File: src/rtl/game_round_sequencer.sv
`default_nettype none
// ============================================================================
//  Module      : game_round_sequencer
//  Description : Game-flow controller for the lane/obstacle datapath. Runs
//                the idle -> play -> hit-freeze / level-pause -> game-over
//                round sequence and owns lives, score and lane speeds.
//  Revision    : 1.0 - initial release
// ============================================================================
module game_round_sequencer #(
  parameter int LIVES_INIT  = 3,
  parameter int SPEED1_INIT = 5,
  parameter int SPEED2_INIT = 3,
  parameter int SPEED3_INIT = 4,
  parameter int SPEED4_INIT = 4,
  parameter int SPEED_STEP  = 2,
  parameter int SPEED_MAX   = 15,
  parameter int HIT_FREEZE  = 60,
  parameter int LEVEL_PAUSE = 30
) (
  input  logic       clk,
  input  logic       rst,
  input  logic       tick,
  input  logic       start,
  input  logic       hit,
  input  logic       finish,
  output logic [2:0] state,
  output logic [1:0] lives,
  output logic [3:0] score,
  output logic [3:0] speed1,
  output logic [3:0] speed2,
  output logic [3:0] speed3,
  output logic [3:0] speed4,
  output logic       motion_en,
  output logic       respawn,
  output logic       game_over
);

  typedef enum logic [2:0] {
    S_IDLE  = 3'd0,
    S_PLAY  = 3'd1,
    S_HIT   = 3'd2,
    S_LEVEL = 3'd3,
    S_OVER  = 3'd4
  } state_t;

  localparam logic [1:0] c_lives_init = 2'(LIVES_INIT);
  localparam logic [3:0] c_speed1     = 4'(SPEED1_INIT);
  localparam logic [3:0] c_speed2     = 4'(SPEED2_INIT);
  localparam logic [3:0] c_speed3     = 4'(SPEED3_INIT);
  localparam logic [3:0] c_speed4     = 4'(SPEED4_INIT);
  localparam logic [4:0] c_step       = 5'(SPEED_STEP);
  localparam logic [4:0] c_max        = 5'(SPEED_MAX);
  localparam logic [7:0] c_hit_freeze = 8'(HIT_FREEZE);
  localparam logic [7:0] c_lvl_pause  = 8'(LEVEL_PAUSE);

  state_t     r_state;
  logic [7:0] r_timer;
  logic       r_start_q;

  state_t     w_state_nx;
  logic [7:0] w_timer_nx;
  logic [1:0] w_lives_nx;
  logic [3:0] w_score_nx;
  logic [3:0] w_speed1_nx;
  logic [3:0] w_speed2_nx;
  logic [3:0] w_speed3_nx;
  logic [3:0] w_speed4_nx;
  logic       w_motion_nx;
  logic       w_respawn_nx;
  logic       w_over_nx;
  logic       w_start_rise;

  // Speed bump with 5-bit headroom so the sum cannot wrap before clamping.
  function automatic logic [3:0] speed_up(input logic [3:0] s);
    logic [4:0] sum;
    sum = {1'b0, s} + c_step;
    if (sum > c_max) begin
      return c_max[3:0];
    end
    return sum[3:0];
  endfunction

  // start_q resets high so a button held through reset cannot start a game.
  assign w_start_rise = start & ~r_start_q;
  assign state        = r_state;

  // State, timer, counters and all registered outputs.
  always_ff @(posedge clk or posedge rst) begin
    if (rst) begin
      r_state   <= S_IDLE;
      r_timer   <= 8'd0;
      r_start_q <= 1'b1;
      lives     <= c_lives_init;
      score     <= 4'd0;
      speed1    <= c_speed1;
      speed2    <= c_speed2;
      speed3    <= c_speed3;
      speed4    <= c_speed4;
      motion_en <= 1'b0;
      respawn   <= 1'b0;
      game_over <= 1'b0;
    end else begin
      r_state   <= w_state_nx;
      r_timer   <= w_timer_nx;
      r_start_q <= start;
      lives     <= w_lives_nx;
      score     <= w_score_nx;
      speed1    <= w_speed1_nx;
      speed2    <= w_speed2_nx;
      speed3    <= w_speed3_nx;
      speed4    <= w_speed4_nx;
      motion_en <= w_motion_nx;
      respawn   <= w_respawn_nx;
      game_over <= w_over_nx;
    end
  end

  // Round sequencing: next state and next values of every registered output.
  always_comb begin
    w_state_nx   = r_state;
    w_timer_nx   = r_timer;
    w_lives_nx   = lives;
    w_score_nx   = score;
    w_speed1_nx  = speed1;
    w_speed2_nx  = speed2;
    w_speed3_nx  = speed3;
    w_speed4_nx  = speed4;
    w_respawn_nx = 1'b0;

    case (r_state)
      S_IDLE, S_OVER: begin
        if (w_start_rise) begin
          w_lives_nx   = c_lives_init;
          w_score_nx   = 4'd0;
          w_speed1_nx  = c_speed1;
          w_speed2_nx  = c_speed2;
          w_speed3_nx  = c_speed3;
          w_speed4_nx  = c_speed4;
          w_respawn_nx = 1'b1;
          w_state_nx   = S_PLAY;
        end
      end
      S_PLAY: begin
        // A collision outranks reaching the finish row in the same cycle.
        if (hit) begin
          if (lives > 2'd1) begin
            w_lives_nx = lives - 2'd1;
            w_timer_nx = c_hit_freeze;
            w_state_nx = S_HIT;
          end else begin
            w_lives_nx = 2'd0;
            w_state_nx = S_OVER;
          end
        end else if (finish) begin
          w_score_nx  = (score == 4'hF) ? score : score + 4'd1;
          w_speed1_nx = speed_up(speed1);
          w_speed2_nx = speed_up(speed2);
          w_speed3_nx = speed_up(speed3);
          w_speed4_nx = speed_up(speed4);
          w_timer_nx  = c_lvl_pause;
          w_state_nx  = S_LEVEL;
        end
      end
      S_HIT, S_LEVEL: begin
        // A zero timer here is unreachable; treating it as expiry avoids a lockup.
        if (tick) begin
          if (r_timer <= 8'd1) begin
            w_timer_nx   = 8'd0;
            w_respawn_nx = 1'b1;
            w_state_nx   = S_PLAY;
          end else begin
            w_timer_nx = r_timer - 8'd1;
          end
        end
      end
      default: begin
        w_state_nx = S_IDLE;
      end
    endcase

    w_motion_nx = (w_state_nx == S_PLAY);
    w_over_nx   = (w_state_nx == S_OVER);
  end

endmodule
`default_nettype wire

File: config.mk
export PLATFORM = sky130hd
export DESIGN_NAME = game_round_sequencer
export DESIGN_NICKNAME = d
export VERILOG_FILES = /design/src/rtl/game_round_sequencer.sv
export SDC_FILE = /design/constraint.sdc
export NUM_CORES = 1
export LEC_CHECK = 0
export BUFFER_PORTS_ARGS = -buffer_cell sky130_fd_sc_hd__clkbuf_2
export CAP_MARGIN = 20
export CORE_MARGIN = 2
export CORE_UTILIZATION = 60
export CTS_CLUSTER_DIAMETER = 80
export DETAILED_ROUTE_END_ITERATION = 8
export GPL_TIMING_DRIVEN = 1
export PLACE_DENSITY = 0.84
export SLEW_MARGIN = 15
export SYNTH_ARGS = -nofsm -noshare
export SYNTH_HDL_FRONTEND = slang
export SYNTH_SLANG_ARGS = --single-unit
File: constraint.sdc
create_clock -name clk -period 3.95 [get_ports clk]
set_input_delay 0.5925 -clock clk [delete_from_list [all_inputs] [get_ports clk]]
set_output_delay 0.5925 -clock clk [all_outputs]
set_load 0.02 [all_outputs]
=== Word level (Yosys, flattened, before mapping) ===
Index checks and enable logic that the tools add are counted.

* Flip-flop bits (word level): 37
* Logic and storage cells: 116
* Output and inout bits: 28
* Input bits: 6

* Muxes and demuxes: 65
* Bitwise logic cells: 2
* $add $sub $neg: 7
* Order comparisons: 6
* Equality and inequality tests: 15
* Reductions and logical operators: 9

{| class="wikitable"
|+ Operators with widths
! kind !! count
|-
| two-way mux 4 bit || 23
|-
| two-way mux 8 bit || 5
|-
| one-hot mux 4 bit (2 select lines) || 5
|-
| adder 4 x 2 -> 5 bit, second input constant || 4
|-
| > comparator 5 x 4 -> 1 bit, second input constant || 4
|-
| two-way mux 1 bit || 19
|-
| two-way mux 3 bit || 6
|-
| one-hot mux 8 bit (2 select lines) || 1
|-
| inequality test 2 bit, second input constant || 6
|-
| one-hot mux 3 bit (3 select lines) || 1
|-
| less-or-equal comparator 8 x 1 -> 1 bit, second input constant || 1
|-
| AND reduction 4 bit || 2
|-
| subtractor 8 x 1 -> 8 bit, second input constant || 1
|-
| == test 3 x 1 -> 1 bit, second input constant || 2
|-
| == test 3 x 2 -> 1 bit, second input constant || 2
|-
| == test 3 bit, second input constant || 2
|-
| two-way mux 2 bit || 3
|-
| inequality test 3 bit, second input constant || 2
|-
| AND reduction 5 bit || 1
|-
| adder 4 x 1 -> 4 bit, second input constant || 1
|-
| == test 4 bit, second input constant || 1
|-
| one-hot mux 2 bit (2 select lines) || 1
|-
| nonzero test 2 bit || 2
|-
| OR reduction 2 bit || 2
|-
| other kinds (7) || 7
|}

=== Longest topological paths before layout ===
Gate-level depths: netlist of run 1.

* Depth in word-level cells: 10
* Mapped depth: 7
* Depth with buffers taken out: 6

=== Worst setup path after synthesis of run 1 ===
No wires, ideal clock.

* Path kind: reg-to-reg
* Start: register r_state[1] (netlist: state[1])
* End: register speed1[3]
* Library setup time: 96 ps
* Cell stages (with the launch flop): 8
* Path slack: 2,226 ps
* Data arrival time: 1,629 ps
* Data required time: 3,854 ps
* Period minus slack after synthesis: 1,724 ps
* Path buffers: 3
* Cell sequence: dfrtp_1 -> buf_4 -> or3b_1 -> buf_6 -> nor2_8 -> buf_8 -> a21oi_2 -> a311oi_2

* Word-level cells in the longest chain between the ends: 4
* Elaborated cells between the ends (all ways): 10
* Those cells by class: 5 x eq/ne; 1 x mux; 4 x reduce/logical

{| class="wikitable"
|+ RTL lines
! element !! line !! RTL
|-
| start: declaration || 56 || <nowiki>state_t r_state;</nowiki>
|-
| start signal: assignment || 103 || <nowiki>r_state <= w_state_nx;</nowiki>
|-
| == test 3 bit / logical NOT 3 bit (equally long branches) || 130 || <nowiki>case (r_state)</nowiki>
|-
| OR reduction 2 bit || 130 ||
|-
| inequality test 2 bit (no source line) / nonzero test 2 bit (equally long branches) || -- ||
|-
| AND reduction 4 bit (no source line) || -- ||
|-
| end signal: assignment || 95 || <nowiki>speed1 <= c_speed1;</nowiki>
|-
| end signal: assignment || 108 || <nowiki>speed1 <= w_speed1_nx;</nowiki>
|-
| end: declaration || 29 || <nowiki>output logic [3:0] speed1,</nowiki>
|}

Parallel ways exist; a longest one is shown, timed or not.
A chain may end at the register's enable or synchronous reset.

=== Final worst setup path of run 1 ===
* Start: register r_state[1] (netlist: state[1])
* End: register speed4[1]

* Word-level cells in the longest chain between the ends: 4
* Elaborated cells between the ends (all ways): 10
* Those cells by class: 5 x eq/ne; 1 x mux; 4 x reduce/logical

{| class="wikitable"
|+ RTL lines
! element !! line !! RTL
|-
| == test 3 bit / logical NOT 3 bit (equally long branches) || 130 ||
|-
| OR reduction 2 bit || 130 ||
|-
| inequality test 2 bit (no source line) / nonzero test 2 bit (equally long branches) || -- ||
|-
| AND reduction 4 bit (no source line) || -- ||
|-
| end signal: assignment || 98 || <nowiki>speed4 <= c_speed4;</nowiki>
|-
| end signal: assignment || 111 || <nowiki>speed4 <= w_speed4_nx;</nowiki>
|-
| end: declaration || 32 || <nowiki>output logic [3:0] speed4,</nowiki>
|}

Parallel ways exist; a longest one is shown, timed or not.

==> results_dict.tcl, run 1 <==
set metrics [dict create \
    dp.cells 282 \
    yosysSeqAreaShare_pct 45.5 \
    htree_num_levels 2 \
    routed_wirelength_mm 4.19 \
    die_w_microns 62.6 \
    power_density_mw_per_mm2 685 \
    crit_type "reg2reg" \
    antenna_found_initial 0 \
    synth_ff_type "dfrtp_1" \
    setup_viol 0 \
    hold_buffers 0 \
    startpoint_type "flop" \
    viasPerCell 5.84 \
    yosysWarnings 0 \
    multi_input_area_sq_mm 0.00103 \
    ant_nets 0 \
    grt_pass1_wl_mm 7.26 \
    rows 21 \
    synthCells 208 \
    synth_top_area_share_pct 34.0 \
    dieArea_sq_mm 0.00392 \
    yosys.cell_types.count 46 \
    overflow 0 \
    area_delta_synth_final_pct 12.5 \
    drc 0 \
    cp-end-kind "flop" \
    post-dp-hpwl_mm 2.93 \
    post-cts-setup-buffers 0 \
    yosys.area.top_type "dfrtp_1" \
    clock_latency_ns 0.34 \
    portBuffers 33 \
    p_leak_nw 1.07 \
    core-area_sq_mm 0.00331 \
    rsz0062_at_grt "false" \
    syn_area_sq_mm 0.00206 \
    ys_ff_latch 37 \
    fin_worst_skew_ns 0.0157 \
    fp.dieH_microns 62.6 \
    start_util_pct 62.2 \
    place_area_sq_mm 0.00224 \
    fin_ws_ns 1.91 \
    reg2reg_depth 4 \
    numCtsBuffers 5 \
    ys_top_cells_by_area "dfrtp_1, dfstp_2, ha_1" \
    crit_path_start "state[1]" \
    grt_pass1_vias 1571 \
    rr_startpoint "state[1]" \
    final.min_clock_period_ns 2.04 \
    syn_avg_cell_area_sq_um 9.90 \
    hold_class "in2async" \
    cts-resized-gates 0 \
    worst_pin_slew_ns 0.822 \
    fmax_ghz 0.490 \
    crit_path_cell_trace "or3b_1, o21ai_2, mux2_2, o21ai_0" \
    fin_nets 261 \
    ioPinCount 34 \
    crit_fanout 11 \
    synth_edf_count 0 \
    ctsLongestPathBuffers 2 \
    routedWlPerCell_microns 14.4 \
    design_power_total_mw 1.59 \
    place.gp.congestion 0.886 \
    grt_max_degree 29 \
    regArea_sq_um 937 \
    hold_viol_final 0 \
    outcome "finished, final reports clean" \
    cts.sinks 37 \
    async_reset_ff_share_pct 100 \
    final_cell_area_sq_mm 0.00232 \
    fill_cells 264 \
    clockRootBuffer "clkbuf_4" \
    slowest_stage "or3b_1" \
    place_ws_ns 1.85 \
    drive_gt1_share_pct 26.1 \
    mostFrequentLayoutCells "clkbuf_2, dfrtp_1, nor2_1, a21oi_1, nand2_1" \
    drtPass1Iterations 4 \
    maxCapViolations 0 \
    layout_commonest_cell "clkbuf_2" \
    num_vias 1700 \
    reg2reg_to "speed4[1]" \
    slew_headroom_pct 45.1 \
    drv_slew 0 \
    critical-path-max-stage-delay_ns 0.62 \
    worst-r2r-setup-slack_ns 1.91 \
    tritoncts "built" \
    dr.first_iter.drc_count 117 \
    syn_nets 225 \
    cts.clk_slew.worst_paths_ns 0.11 \
    grt_use_total_pct 23.2 \
    layout.cells.non_filler 291 \
    diodes 0 \
    fin_crit_sh_pct 51.6 \
    crit_arrival_ns 2.26 \
    ir_worst_vdd_mv 0.332 \
    cp.required_ns 4.17 \
    timing.setup.tns_ns 0 \
]
[per-stage QoR]
stage	hold WS, ns	utilization (%)
CTS	0.371	69.1
floorplan	0.452	-
global route	0.269	70.0
finish	0.237	70.0
global placement	0.480	67.6
detailed placement	0.485	67.6
[where the power goes]
group / total, mW / switching (mW) / internal (mW)
clock: 0.190 / 0.121 / 0.0695
sequential: 0.703 / 0.174 / 0.529
combinational: 0.693 / 0.415 / 0.278
total: 1.59 / 0.710 / 0.876
[cells by family after synthesis]
kind of cell,Yosys count,share of synthesized area [%]
AOI/OAI and AO/OA,67,22.3
xor gates and xnor gates,2,0.851
adders and majority gates,11,6.69
buffers and inverters,18,4.62
DFF,37,45.5
muxes,4,2.07
and+or+nand+nor,69,17.9
[metal layers]
metal / vias up / wire [microns] / track usage [%]
met3: 2 / 215 / 4.32
li1: 839 / - / -
met5: - / 0 / 0
met1: 810 / 1970 / 32.1
met4: 0 / 22 / 6.67
met2: 49 / 1980 / 37.4
[critical path: cells and delay by family (launching register included)]
kind | cells | cell delay [ns]
simple gates | 1 | 0.62
compound gates | 2 | 0.55
flops | 1 | 0.51
mux | 1 | 0.24
[Yosys cell counts, drive strengths merged (3+ instances only)]
cell / count
nor3: 8
a21oi: 17
a311oi: 3
a211oi: 3
nand3: 5
buf: 5
ha: 11
inv: 12
o21ai: 12
o22a: 3
a21boi: 3
nand2b: 5
dfstp: 9
a41oi: 4
nor2: 20
dfrtp: 28
a31oi: 11
and3: 5
nand2: 15
[layout make-up]
cell class,count,area share (%)
Timing Repair Buffer,35,8.64
Clock inverter,1,0.216
Inverter,12,1.94
Tap cell,46,2.49
Sequential cell,37,40.5
Clock buffer,7,1.94
Multi-Input combinational cell,153,44.3
[registers in the layout, indices dropped and copies added, names as in the netlist]
signal	cells
r_timer	8
score	4
speed1	4
speed2	4
speed3	4
speed4	4
state	3
lives	2
game_over	1
motion_en	1
r_start_q	1
respawn	1
[worst max path at each step]
stage / slack [ns] / endpoint
detailed placement: 1.85 / speed4[1]
global placement: 1.88 / speed4[1]
floorplan: 2.23 / speed1[3]
CTS: 1.96 / speed4[1]
global route: 1.77 / r_timer[6]
finish: 1.91 / speed4[1]
Power figures use the tool's default switching activity.
==> inputs of run 2 (changes only) <==
--- a/config.mk
+++ b/config.mk
@@ -5,14 +5,15 @@
 export SDC_FILE = /design/constraint.sdc
 export NUM_CORES = 1
 export LEC_CHECK = 0
+export ABC_AREA = 1
 export BUFFER_PORTS_ARGS = -buffer_cell sky130_fd_sc_hd__clkbuf_2
 export CAP_MARGIN = 20
 export CORE_MARGIN = 2
-export CORE_UTILIZATION = 60
+export CORE_UTILIZATION = 51
 export CTS_CLUSTER_DIAMETER = 80
 export DETAILED_ROUTE_END_ITERATION = 8
 export GPL_TIMING_DRIVEN = 1
-export PLACE_DENSITY = 0.84
+export PLACE_DENSITY = 0.76
 export SLEW_MARGIN = 15
 export SYNTH_ARGS = -nofsm -noshare
 export SYNTH_HDL_FRONTEND = slang
==> constraint.sdc (replaced) <==
create_clock -name clk -period 1.7 [get_ports clk]
set_input_delay 0.255 -clock clk [delete_from_list [all_inputs] [get_ports clk]]
set_output_delay 0.255 -clock clk [all_outputs]
set_load 0.02 [all_outputs]
==> results_dict.tcl, run 2 <==
set metrics [dict create \
    outcome "finished, final reports clean" \
    p_leak_nw 1.38 \
    startpoint_type "flop" \
    num_vias 1918 \
    syn_nets 304 \
    regMostFlops "r_timer" \
    syn_avg_cell_area_sq_um 7.44 \
    multi_input_area_sq_mm 0.00101 \
    diodes 0 \
    hold_class "in2async" \
    htree_num_levels 2 \
    grt.met1_usage_pct 26.6 \
    drc 0 \
    area_delta_synth_final_pct 16.6 \
    syn_area_sq_mm 0.00213 \
    rows 23 \
    power_density_mw_per_mm2 1570 \
    ctsLongestPathBuffers 2 \
    clock_latency_ns 0.30 \
    clockRootBuffer "clkbuf_8" \
    drv_slew 0 \
    die_w_microns 68.7 \
    worst-r2r-setup-slack_ns 0.13 \
    dieArea_sq_mm 0.00472 \
    layout_commonest_cell "nand2_1" \
    rsz0062_at_grt "false" \
    fp.dieH_microns 68.7 \
    hold_viol_final 0 \
    ioPinCount 34 \
    synthCells 287 \
    yosysMostFrequentCell "nand2_1" \
    hold_buffers 0 \
    ant_nets 0 \
    grt_pass1_vias 1782 \
    antenna_found_initial 0 \
    synth_top_area_share_pct 32.8 \
    place_area_sq_mm 0.00237 \
    grt_max_degree 38 \
    cts.sinks 37 \
    drtPass1Iterations 4 \
    use_met2_pct 36.9 \
    worst-path-buf-inv 1 \
    portBuffers 33 \
    cts-resized-gates 0 \
    cp-end-kind "flop" \
    dr.first_iter.drc_count 104 \
    routedWlPerCell_microns 11.7 \
    yosys.area.top_type "dfrtp_1" \
    fmax_ghz 0.635 \
    cp.required_ns 1.94 \
    routed_wirelength_mm 4.44 \
    ys_ff_latch 37 \
    crit_type "reg2reg" \
    fin_worst_skew_ns 0.00825 \
    cts.clk_slew.worst_paths_ns 0.07 \
    final_util_pct 62.2 \
    grt_pass1_wl_mm 7.67 \
    ys_top_cells_by_area "dfrtp_1, nand2_1, dfstp_2" \
    worst_pin_slew_ns 0.463 \
    yosysWarnings 0 \
    top_usage_layer "met2" \
    final_cell_area_sq_mm 0.00249 \
    core-area_sq_mm 0.00400 \
    post-cts-setup-buffers 0 \
    final.min_clock_period_ns 1.57 \
    viasPerCell 5.05 \
    largest_register_ffs 8 \
    post-dp-hpwl_mm 3.24 \
    fin_nets 346 \
    fin_crit_sh_pct 92.6 \
    async_reset_ff_share_pct 100 \
    mostFrequentLayoutCells "nand2_1, inv_1, nor2_1, clkbuf_2, dfrtp_1" \
    cpLargestDelayFamily "simple AND/OR/NAND/NOR gates" \
    synthTopCellsByCount "nand2_1, inv_1, nor2_1, dfrtp_1, nand3_1" \
    grt.met3_usage_pct 5.84 \
    overflow 0 \
    setup_viol 0 \
    critical-path-max-stage-delay_ns 0.54 \
    yosysSeqAreaShare_pct 43.9 \
    crit_arrival_ns 1.81 \
    slew_headroom_pct 69.1 \
    tritoncts "built" \
    crit_path_cell_trace "inv_1, ha_1, or2_2, nand2_1, nand2_1, nor2_1, nor2_1" \
    yosys.cell_types.count 25 \
    ir_worst_vdd_mv 0.849 \
    start_util_pct 53.4 \
    drive_gt1_share_pct 19.1 \
    synth_edf_count 0 \
    slowest_stage "dfstp_2" \
    synth_ff_type "dfrtp_1" \
    numCtsBuffers 5 \
    crit_fanout 3 \
    grt_use_total_pct 22.0 \
    place.gp.congestion 0.886 \
    fill_cells 392 \
    regArea_sq_um 937 \
    maxCapViolations 0 \
    timing.setup.tns_ns 0 \
]
-- run 2: cell types whose count changed in the layout (fill, tap and decap cells not counted), moves of 7 or more --
cell,previous run,this run
o21ai_0,10,17
inv_1,12,45
o21ai_1,0,9
nand3_1,5,21
a21oi_1,16,9
a31oi_1,11,0
nor2_1,19,33
nand2_1,15,81
-- run 2: final cells by class --
type	instances	area share, %
repair buffers	36	7.54
multi-input cells	203	40.6
clock inverters	1	1.21
well taps	50	2.51
clock buffers	7	3.47
inverters	46	7.04
flip-flops and latches	37	37.6
-- run 2: worst register-to-register path, delay by kind of cell, from the launching register on --
family / cells / cell delay [ns]
fa+ha+maj: 1 / 0.30
buf+inv: 1 / 0.04
flops: 1 / 0.54
simple gates: 5 / 0.64
-- run 2: kinds of logic after synthesis --
group	count (synthesis)	share of synthesized area (%)
AND/OR/NAND/NOR	150	29.9
buffers and inverters	47	8.73
AO/OA/AOI/OAI	37	8.97
flip-flops	37	43.9
adder cells (fa/ha/maj)	11	6.45
XOR/XNOR	5	2.05
-- run 2: per-stage QoR --
stage          cells  setup WS, ns  total power [mW]  hold WS, ns
2_1_floorplan    287         0.123              2.65        0.259
3_3_place_gp     371         0.152              3.06        0.368
3_5_place_dp     371        0.0661              3.11        0.371
4_1_cts          379        0.0521              3.92       0.0520
5_1_grt          380        0.0159              4.24       0.0748
6_report         380         0.126              3.90       0.0283
-- run 2: worst paths after layout --
kind / from / end / cells after the start
max: speed2[1] / speed2[1] / 7
min: rst / speed4[1] / 3
max reg2reg: speed2[1] / speed2[1] / 7
min reg2reg: speed2[0] / speed2[0] / 2
max in group asynchronous: rst / r_start_q / 3
min in group clk: start / r_start_q / 1
-- run 2: report_power, final --
| group | internal (mW) | switching [mW] | leakage [nW] |
|---|---|---|---|
| Combinational | 0.582 | 1.13 | 0.854 |
| Sequential | 1.14 | 0.260 | 0.463 |
| Clock | 0.478 | 0.310 | 0.0585 |
-- run 2: metal layers --
metal  routed length, microns  share of wire, %
met1                     1970                44
met2                     2160                49
met3                      219               4.9
met4                       97               2.2
met5                        0                 0
==> inputs of run 3 (changes only) <==
--- a/config.mk
+++ b/config.mk
@@ -9,11 +9,11 @@
 export BUFFER_PORTS_ARGS = -buffer_cell sky130_fd_sc_hd__clkbuf_2
 export CAP_MARGIN = 20
 export CORE_MARGIN = 2
-export CORE_UTILIZATION = 51
+export CORE_UTILIZATION = 56
 export CTS_CLUSTER_DIAMETER = 80
 export DETAILED_ROUTE_END_ITERATION = 8
 export GPL_TIMING_DRIVEN = 1
-export PLACE_DENSITY = 0.76
+export PLACE_DENSITY = 0.79
 export SLEW_MARGIN = 15
 export SYNTH_ARGS = -nofsm -noshare
 export SYNTH_HDL_FRONTEND = slang
==> constraint.sdc (replaced) <==
create_clock -name clk -period 1.5 [get_ports clk]
set_input_delay 0.225 -clock clk [delete_from_list [all_inputs] [get_ports clk]]
set_output_delay 0.225 -clock clk [all_outputs]
set_load 0.02 [all_outputs]
==> results_dict.tcl, run 3 (synthesis results as in run 2) <==
set metrics [dict create \
    outcome "finished, final reports clean" \
    routedWlPerCell_microns 12.5 \
    multi_input_area_sq_mm 0.00112 \
    largest_register_ffs 8 \
    dr.first_iter.drc_count 133 \
    slew_headroom_pct 78.8 \
    startpoint_type "flop" \
    hold_viol_final 0 \
    portBuffers 33 \
    layout_commonest_cell "nand2_1" \
    design_power_total_mw 4.82 \
    ir_worst_vdd_mv 0.921 \
    drv_slew 0 \
    cp.required_ns 1.68 \
    routed_wirelength_mm 4.95 \
    fin_ws_ns 0.0308 \
    cp-end-kind "flop" \
    core-area_sq_mm 0.00366 \
    intPower_mw 2.69 \
    wl_met2_mm 2.40 \
    antenna_found_initial 0 \
    final_cell_area_sq_mm 0.00272 \
    clock_latency_ns 0.29 \
    ioPinCount 34 \
    whs_ns 0.0422 \
    numCtsBuffers 5 \
    mostFrequentLayoutCells "nand2_1, inv_1, clkbuf_2, nor2_1, dfrtp_1" \
    wl_met3_microns 183 \
    diodes 0 \
    post-dp-hpwl_mm 3.38 \
    crit_path_start "speed2[1]" \
    power_density_mw_per_mm2 1770 \
    reg2reg_to "speed2[3]" \
    place_area_sq_mm 0.00243 \
    worst_pin_slew_ns 0.318 \
    fin_nets 363 \
    fin_crit_sh_pct 97.9 \
    rows 22 \
    die_w_microns 65.7 \
    crit_arrival_ns 1.65 \
    pwr-share-seq_pct 33.5 \
    grt_pass1_wl_mm 7.96 \
    grt_use_total_pct 24.0 \
    crit_type "reg2reg" \
    start_util_pct 58.3 \
    final_util_pct 74.3 \
    fill_cells 272 \
    p_leak_nw 1.45 \
    crit_fanout 4 \
    top_layer "met4" \
    overflow 0 \
    reg2reg_depth 7 \
    htree_num_levels 2 \
    final.min_clock_period_ns 1.47 \
    power_frac_comb_pct 50.7 \
    viasPerCell 5.07 \
    grt_pass1_vias 1928 \
    cts.clk_slew.worst_paths_ns 0.07 \
    drc 0 \
    place.gp.congestion 0.848 \
    p_sw_share_pct 44.1 \
    area_delta_synth_final_pct 27.4 \
    ctsLongestPathBuffers 2 \
    num_vias 2004 \
    tritoncts "built" \
    worst-r2r-setup-slack_ns 0.03 \
    rsz0062_at_grt "true" \
    grt_max_degree 26 \
    rr_startpoint "speed2[1]" \
    fmax_ghz 0.681 \
    clockRootBuffer "clkbuf_8" \
    hold_class "in2reg" \
    drive_gt1_share_pct 30.0 \
    fp.dieH_microns 65.7 \
    drtPass1Iterations 4 \
    p_clk_share_pct 15.9 \
    met1_length_mm 2.20 \
    ant_nets 0 \
    regArea_sq_um 941 \
    p_sw_mw 2.13 \
    setup_viol 0 \
    dieArea_sq_mm 0.00432 \
    regMostFlops "r_timer" \
    maxCapViolations 0 \
    cts.sinks 37 \
    place_ws_ns 0.0100 \
    endpoint "speed2[3]" \
    fin_worst_skew_ns 0.00563 \
]
run 3: cell count changes in the layout (fill, tap and decap cells not counted), moves of 4 or more:
cell | previous run | this run
o21ai_0 | 17 | 13
nand2_1 | 81 | 77
nand2_2 | 3 | 7
ha_1 | 11 | 5
ha_4 | 0 | 5
buf_4 | 3 | 19
run 3: routing by layer:
| metal | up-vias | GRT usage [%] |
|---|---|---|
| li1 | 1018 | - |
| met1 | 924 | 29.0 |
| met2 | 44 | 40.2 |
| met3 | 18 | 5.31 |
| met4 | 0 | 12.0 |
| met5 | - | 0 |
run 3: layout make-up:
type / count / area share (%)
clock buffers: 7 / 3.54
clock inverters: 1 / 0.184
multi-input cells: 203 / 41.4
inverters: 46 / 6.44
flip-flops and latches: 37 / 34.6
repair buffers: 53 / 11.7
well taps: 48 / 2.21
run 3: critical path: stages, from the launching register on:
cell,delay (ns)
dfstp_2,0.57
inv_1,0.07
ha_4,0.21
or2_4,0.22
nand2_2,0.08
nand2_1,0.07
nand2_1,0.06
o21ai_1,0.08
run 3: repair_timing:
action	CTS	global route
pin swaps	0	11
buffers inserted	3	6
hold buffers	1	0
endpoints found under the hold margin	12	0
setup endpoints to repair	2	28
resized for setup	1	30
run 3: power by group through the flow:
stage	registers, mW	clock network [mW]	logic, mW
finish	1.61	0.765	2.44
global route	1.65	0.819	2.75
CTS	1.57	0.778	2.13
detailed placement	1.60	0	2.05
global placement	1.58	0	2.00
floorplan	1.77	0	1.25
run 3: worst min-delay path by stage:
stage	slack, ns	cells past startpoint	endpoint	startpoint
global placement	0.23	3	r_timer[6]	rst
CTS	0.04	1	r_start_q	start
floorplan	0.23	0	r_start_q	start
finish	0.04	1	r_start_q	start
detailed placement	0.23	3	r_timer[6]	rst
global route	0.04	1	r_start_q	start
run 3: through the flow:
step,setup TNS (ns),instances
3_5_place_dp,0,377
4_1_cts,0,389
6_report,0,395
5_1_grt,-0.108,395
3_3_place_gp,0,377
2_1_floorplan,0,287
